File: src/rtl/truth_table_sweeper_pkg.sv
// sweep_pkg: shared FSM state type and sweep timing helpers for truth_table_sweeper.
package sweep_pkg;
    typedef enum logic [1:0] {IDLE, HOLD, SAMPLE, DONE} state_t;
    localparam int N_IN_DEF = 4;
    localparam int N_VEC = 2**N_IN_DEF;
    function automatic int sweep_latency(input int n_in, input int settle);
        return (settle + 1) * (2**n_in);
    endfunction
endpackage

File: src/rtl/truth_table_sweeper_if.sv
// truth_table_sweeper_if: sweep control, function-block stimulus/response and result bus.
interface truth_table_sweeper_if #(parameter int N_IN = 4);
    logic start, dut_out, busy, done, pass;
    logic [N_IN-1:0] dut_in, first_fail_idx;
    logic [N_IN:0] fail_count;
    logic [2**N_IN-1:0] captured;
    modport master(output start, dut_out,
                   input dut_in, busy, done, pass, fail_count, first_fail_idx, captured);
    modport slave(input start, dut_out,
                  output dut_in, busy, done, pass, fail_count, first_fail_idx, captured);
endinterface

File: src/rtl/truth_table_sweeper_counter.sv
// tt_vec_counter: vector index plus settle counter; one extra index bit gives terminal detect.
module tt_vec_counter #(
    parameter int N_IN = 4,
    parameter int SETTLE = 1
) (
    input  logic            clk,
    input  logic            rst,
    input  logic            clear,
    input  logic            advance,
    input  logic            hold,
    output logic [N_IN-1:0] idx,
    output logic            settle_done,
    output logic            last
);
    localparam int SW = $clog2(SETTLE + 1);
    localparam logic [N_IN:0] LAST_IDX = (N_IN + 1)'(2**N_IN - 1);
    logic [N_IN:0] cnt;
    logic [SW-1:0] scnt;
    always_ff @(posedge clk) begin
        if (rst || clear) begin
            cnt  <= '0;
            scnt <= '0;
        end else if (advance) begin
            cnt  <= cnt + 1'b1;
            scnt <= '0;
        end else if (hold && !settle_done) begin
            scnt <= scnt + 1'b1;
        end
    end
    assign idx = cnt[N_IN-1:0];
    assign settle_done = scnt == SW'(SETTLE - 1);
    assign last = cnt == LAST_IDX;
endmodule

File: src/rtl/truth_table_sweeper.sv
// truth_table_sweeper: clocked exhaustive sweep of an N-input function block against EXP_MASK.
// Define SWEEP_STOP_ON_FAIL_EN to end the sweep at the first mismatching vector.
module truth_table_sweeper import sweep_pkg::*; #(
    parameter int N_IN = 4,
    parameter logic [2**N_IN-1:0] EXP_MASK = 16'h7F00,
    parameter int SETTLE = 1
) (
    input logic clk,
    input logic rst,
    truth_table_sweeper_if.slave sw
);
    state_t state;
    logic [N_IN-1:0] idx;
    logic settle_done, last, clear, advance, mis, stop;
    assign clear = state == IDLE && sw.start;
    // X/Z on the block output must count as a mismatch, hence the case inequality
    assign mis = sw.dut_out !== EXP_MASK[idx];
`ifdef SWEEP_STOP_ON_FAIL_EN
    assign stop = last || mis;
`else
    assign stop = last;
`endif
    assign advance = state == SAMPLE && !stop;
    assign sw.dut_in = idx;
    tt_vec_counter #(.N_IN(N_IN), .SETTLE(SETTLE)) u_cnt (
        .clk(clk), .rst(rst), .clear(clear), .advance(advance), .hold(state == HOLD),
        .idx(idx), .settle_done(settle_done), .last(last)
    );
    always_ff @(posedge clk) begin
        if (rst) begin
            state             <= IDLE;
            sw.busy           <= 1'b0;
            sw.done           <= 1'b0;
            sw.pass           <= 1'b0;
            sw.fail_count     <= '0;
            sw.first_fail_idx <= '0;
            sw.captured       <= '0;
        end else begin
            case (state)
                IDLE: if (sw.start) begin
                    state             <= HOLD;
                    sw.busy           <= 1'b1;
                    sw.pass           <= 1'b0;
                    sw.fail_count     <= '0;
                    sw.first_fail_idx <= '0;
                    sw.captured       <= '0;
                end
                HOLD: state <= settle_done ? SAMPLE : HOLD;
                SAMPLE: begin
                    sw.captured[idx] <= sw.dut_out;
                    if (mis) begin
                        sw.fail_count <= sw.fail_count + 1'b1;
                        if (sw.fail_count == '0) sw.first_fail_idx <= idx;
                    end
                    if (stop) begin
                        state   <= DONE;
                        sw.busy <= 1'b0;
                        sw.done <= 1'b1;
                        sw.pass <= !mis && sw.fail_count == '0;
                    end else begin
                        state <= HOLD;
                    end
                end
                DONE: begin
                    sw.done <= 1'b0;
                    state   <= IDLE;
                end
            endcase
        end
    end
endmodule
File: src/flat_wrapper.sv
// flat-port wrapper written by rule: the top's interface ports become plain ports
module truth_table_sweeper_flat import sweep_pkg::*;
#(
    parameter int N_IN = 4,
    parameter logic [2**N_IN-1:0] EXP_MASK = 16'h7F00,
    parameter int SETTLE = 1
)
  (clk, rst, sw_start, sw_dut_out, sw_dut_in, sw_busy, sw_done, sw_pass, sw_fail_count, sw_first_fail_idx, sw_captured);
  truth_table_sweeper_if #(.N_IN(N_IN)) sw_i ();
  input logic clk;
  input logic rst;
  input wire logic [$bits(sw_i.start)-1:0] sw_start;
  input wire logic [$bits(sw_i.dut_out)-1:0] sw_dut_out;
  output wire logic [$bits(sw_i.dut_in)-1:0] sw_dut_in;
  output wire logic [$bits(sw_i.busy)-1:0] sw_busy;
  output wire logic [$bits(sw_i.done)-1:0] sw_done;
  output wire logic [$bits(sw_i.pass)-1:0] sw_pass;
  output wire logic [$bits(sw_i.fail_count)-1:0] sw_fail_count;
  output wire logic [$bits(sw_i.first_fail_idx)-1:0] sw_first_fail_idx;
  output wire logic [$bits(sw_i.captured)-1:0] sw_captured;
  assign sw_i.start = sw_start;
  assign sw_i.dut_out = sw_dut_out;
  assign sw_dut_in = sw_i.dut_in;
  assign sw_busy = sw_i.busy;
  assign sw_done = sw_i.done;
  assign sw_pass = sw_i.pass;
  assign sw_fail_count = sw_i.fail_count;
  assign sw_first_fail_idx = sw_i.first_fail_idx;
  assign sw_captured = sw_i.captured;
  truth_table_sweeper #(.N_IN(N_IN), .EXP_MASK(EXP_MASK), .SETTLE(SETTLE)) u_core (.clk(clk), .rst(rst), .sw(sw_i));
endmodule
File: config.mk
export PLATFORM = sky130hd
export DESIGN_NAME = truth_table_sweeper_flat
export DESIGN_NICKNAME = d
export VERILOG_FILES = /design/src/rtl/truth_table_sweeper_pkg.sv /design/src/rtl/truth_table_sweeper_if.sv /design/src/rtl/truth_table_sweeper_counter.sv /design/src/rtl/truth_table_sweeper.sv /design/src/flat_wrapper.sv
export SDC_FILE = /design/constraint.sdc
export NUM_CORES = 1
export LEC_CHECK = 0
export BUFFER_PORTS_ARGS = -buffer_cell sky130_fd_sc_hd__buf_4
export CAP_MARGIN = 40
export CORE_MARGIN = 8
export CORE_UTILIZATION = 34
export DETAILED_ROUTE_END_ITERATION = 12
export GPL_ROUTABILITY_DRIVEN = 0
export HOLD_SLACK_MARGIN = 0.08
export PLACE_DENSITY_LB_ADDON = 0.05
export SLEW_MARGIN = 20
export SYNTH_ARGS = -nofsm -noshare
export SYNTH_HDL_FRONTEND = slang
export SYNTH_SLANG_ARGS = --single-unit
File: constraint.sdc
create_clock -name clk -period 4.3 [get_ports clk]
set_input_delay 0.43 -clock clk [delete_from_list [all_inputs] [get_ports clk]]
set_output_delay 0.43 -clock clk [all_outputs]
set_load 0.05 [all_outputs]
# Word level (Yosys, flattened, before mapping)
# Memory sizes are Yosys's and may differ from the RTL's. A register that Yosys moved wholly into a read port is not among the register bits.
# Index checks and enable logic that the tools add are counted.
# classes
add_sub_neg	3
n_mul	0
n_div	0
n_lt_le_gt_ge	2
n_eq_ne	9
n_shift	0
n_mux	27
bitwise_logic	0
reduce_logical	18
# op_table
cell	count
16-bit case mux with 2 select lines	1
4-bit 2-to-1 mux	5
16-bit bitwise mux	1
16-bit 2-to-1 mux	1
5-bit by 1-bit adder with 5-bit output (second input constant)	2
5-bit 2-to-1 mux	2
5-bit case mux with 2 select lines	1
2-bit case mux with 4 select lines	1
4-bit case mux with 2 select lines	1
1-bit 2-to-1 mux	7
2-bit 2-to-1 mux	3
1-bit case mux with 2 select lines	3
3-bit AND reduction	2
5-bit by 4-bit == test with 1-bit output (second input constant)	1
1-bit logical AND	5
5-bit logical NOT	1
4-bit by 5-bit < comparator with 1-bit output (second input constant)	1
1-bit demux with 4-bit select	1
2-bit == test (second input constant)	2
4-bit by 1-bit greater-or-equal comparator with 1-bit output (second input constant)	1
2-bit by 1-bit inequality test with 1-bit output (second input constant)	2
2-bit inequality test (second input constant)	2
2-bit AND reduction	2
4-bit AND reduction	1
8 further kinds	10
# word_totals
regBits	36
latch_bits	0
ramBits	0
rom_bits	16
inputBits	4
out_inout_bits	32
n_memories	1
# mem_list
memory	words	width	read_ports	rd_ports_with_merged_regs	wr	line	text
(name not given)	16	1	1	1	0	truth_table_sweeper.sv:17	assign mis = sw.dut_out !== EXP_MASK[idx];

# Logic depth before layout (Yosys ltp)
# depth
depth_word	7
depth_mapped	7
depth_no_buf	6

# By module
# Synthesis repeated with hierarchy kept, for this count alone.
# unflattened
cells_unflattened	202
hier_area_um2	1855.5
# modules_own_cells
module	n_inst	cells_each	area_each_um2
truth_table_sweeper	1	171	1520.2
tt_vec_counter	1	31	335.3

# Least setup slack after synthesis
# No wires, ideal clock.
# synth_timing
path_kind	reg-to-reg
start	reg u_core.u_cnt.cnt[0]
end	reg with a tool-made name
setup_time_ps	70
arrival_ps	2046
required_time_ps	4230
path_slack_ps	2184
path_stages_with_launch	8
path_buffers	1
cell_sequence	dfxtp_1 ha_1 clkbuf_1 and3_1 ha_1 or3b_4 or3_1 a21oi_1
# synth_rtl
element	line	text
from (decl)	truth_table_sweeper_counter.sv:17	logic [N_IN:0] cnt;
from (signal assigned)	truth_table_sweeper_counter.sv:24	cnt <= cnt + 1'b1;

==> impl_metrics.env <==
export IMPL_status="complete, no violations"
export IMPL_fin_crit_sh_pct=52.9
export IMPL_grt_pass1_vias=1739
export IMPL_diodes=0
export IMPL_synthFlopType="dfxtp_1"
export IMPL_fmaxAchievable_mhz=439
export IMPL_hp_class="input port to register"
export IMPL_via_per_inst=5.60
export IMPL_holdPathEnd="u_core.u_cnt.scnt$_SDFFE_PP0P_"
export IMPL_core_area_um2=5370
export IMPL_criticalPathCategory="register to register"
export IMPL_cts_max_path_buffers=2
export IMPL_required_ps=4470
export IMPL_postRouteAntennaNets=0
export IMPL_die_area_um2=8080
export IMPL_clock_sinks=37
export IMPL_drt_iter0_drc=120
export IMPL_clock_latency_ps=290
export IMPL_fillers=560
export IMPL_drive_above_1_share_pct=20.7
export IMPL_ctsHoldBuffers=0
export IMPL_finClkSkew_ps=6.69
export IMPL_grt_max_degree=36
export IMPL_io_pins=36
export IMPL_worst_slew_pin_slew_ps=709
export IMPL_grt_overflow=0
export IMPL_ys_seq_area_share_pct=39.9
export IMPL_cts_max_level=2
export IMPL_maxCapViolations=0
export IMPL_dieHeight_um=89.9
export IMPL_p_leak_uw=0.000760
export IMPL_wl_per_cell_um=17.4
export IMPL_avgSynthCellArea_um2=8.92
export IMPL_hold_depth=3
export IMPL_synth_cells=208
export IMPL_post_cts_setup_buffers=0
export IMPL_hold_viol=0
export IMPL_synthArstFlopShare_pct=0
export IMPL_critPathMaxFanout=8
export IMPL_grt_total_usage_pct=13.3
export IMPL_power_density_nw_per_um2=291
export IMPL_setup_tns_ps=0
export IMPL_drv_slew=0
export IMPL_firstDrtPassIters=4
export IMPL_period_needed_ps=2280
export IMPL_synth_edf_count=0
export IMPL_cts_tree="done"
export IMPL_ys_ff_latch=37
export IMPL_endpoint_kind="register"
export IMPL_placed_area_um2=2120
export IMPL_start_util_pct=34.5
export IMPL_ys_warn_count=0
export IMPL_cp_arrival_ps=2440
export IMPL_dr_total_vias=1703
export IMPL_worst_ir_drop_vdd_mv=0.118
export IMPL_die_w_um=89.9
export IMPL_io_buffers=35
export IMPL_synth_distinct_cells=36
export IMPL_postRouteWirelength_um=5300
export IMPL_startpoint="u_core.u_cnt.cnt[0]$_SDFFE_PP0P_"
export IMPL_area_delta_synth_final_pct=18.7
export IMPL_rr_worst_depth=6
export IMPL_grt_first_pass_wirelength_um=8930
export IMPL_r2r_start="u_core.u_cnt.cnt[0]$_SDFFE_PP0P_"
export IMPL_cts_resized=0
export IMPL_synth_fp_nets=219
export IMPL_rows=27
export IMPL_setup_viol=0
export IMPL_rsz0062_at_grt="no"
export IMPL_cts_buffers=5
export IMPL_dpl_hpwl_um=3690
export IMPL_min_from="sw_start"
export IMPL_slew_headroom_pct=52.1
export IMPL_nets=242
export IMPL_syn_area_um2=1860
export IMPL_cts_root_buf="clkbuf_8"
export IMPL_clk_pin_slew_ps=80
export IMPL_drc=0
export IMPL_timing_reg2reg_setup_slack_ps=2020
export IMPL_stdcell_area_um2=2200
export IMPL_start_kind="register"
export IMPL_antenna_found_initial=0
cells in the mapped netlist (3+ instances only):
cell type | number | area share, %
nand4_1 | 20 | 6.7
nor2_1 | 4 | 0.81
o211ai_1 | 13 | 5.3
o21ai_0 | 4 | 1.1
or3_1 | 4 | 1.3
o311ai_0 | 11 | 5.2
nand2_1 | 5 | 1.0
nand3_1 | 3 | 0.81
inv_1 | 7 | 1.4
nand3b_1 | 7 | 2.8
nand2b_1 | 7 | 2.4
nor2b_1 | 3 | 1.0
clkbuf_1 | 14 | 2.8
ha_1 | 7 | 4.7
dfxtp_1 | 37 | 40
a21oi_1 | 31 | 8.4
buf_4 | 5 | 2.0
where the power goes:
part	internal, uW	switching (uW)	leakage, uW	total [uW]
registers	345	6.98	0.000299	352
clock network	112	126	0.0000450	239
logic	15.3	35.9	0.000416	51.2
total	473	169	0.000760	642
registers in the layout (all words and copies together), names as in the netlist, named ones only:
| signal | flops |
|---|---|
| u_core.state | 2 |
| u_core.sw.busy | 1 |
| u_core.sw.captured | 16 |
| u_core.sw.done | 1 |
| u_core.sw.fail_count | 5 |
| u_core.sw.first_fail_idx | 4 |
| u_core.sw.pass | 1 |
| u_core.u_cnt.cnt | 5 |
| u_core.u_cnt.scnt | 1 |
metal layers:
layer | routed length (um) | global-route usage, %
met3 | 275 | 4.24
met2 | 2540 | 21.8
met4 | 37 | 4.02
met5 | 0 | 0
met1 | 2450 | 16.2
how the worst max path moves through the flow:
stage	endpoint	slack, ps	cells after the start
after CTS	register	1990	6
after global placement	register	2120	6
after detailed placement	register	2040	6
after floorplan	register	2180	7
after global routing	register	1880	6
final	register	2020	6
final cells by class:
| class | count | area, um^2 | share of cell area [%] |
|---|---|---|---|
| multi-input cells | 144 | 993 | 45.1 |
| flip-flops and latches | 37 | 741 | 33.6 |
| repair buffers | 36 | 270 | 12.3 |
| well taps | 72 | 90.1 | 4.09 |
| clock buffers | 6 | 72.6 | 3.29 |
| inverters | 7 | 26.3 | 1.19 |
| clock inverters | 2 | 10.0 | 0.454 |
layout by cell type (no fill, tap or decap), types with 7 or more instances in the layout:
cell / synthesis / routed
buf_4: 5 / 36
nand3b_1: 7 / 7
ha_1: 7 / 7
nand2b_1: 7 / 7
nand4_1: 20 / 20
dfxtp_1: 37 / 37
o211ai_1: 13 / 13
inv_1: 7 / 7
o311ai_0: 11 / 11
a21oi_1: 31 / 31
stage by stage:
| stage | cells | setup WS [ps] | total power (uW) | util (%) | hold slack (ps) |
|---|---|---|---|---|---|
| global route | 304 | 1880 | 678 | 41.0 | 483 |
| global placement | 296 | 2120 | 411 | 39.5 | 462 |
| CTS | 304 | 1990 | 651 | 41.0 | 450 |
| finish | 304 | 2020 | 642 | 41.0 | 465 |
| floorplan | 208 | 2180 | 397 | - | 467 |
| detailed placement | 296 | 2040 | 412 | 39.5 | 456 |
critical path, stage by stage (launching register included):
cell,delay [ps]
dfxtp_1,390
ha_1,330
and3_1,220
ha_1,300
or3b_4,420
o311ai_0,380
a21oi_1,110
kinds of logic after synthesis:
group / share of synthesized area (%)
mux: 1.08
fa+ha+maj: 4.72
buf+inv: 6.54
compound gates: 22.0
xor+xnor: 2.29
flops: 39.9
simple gates: 23.5
Power figures use the tool's default switching activity.
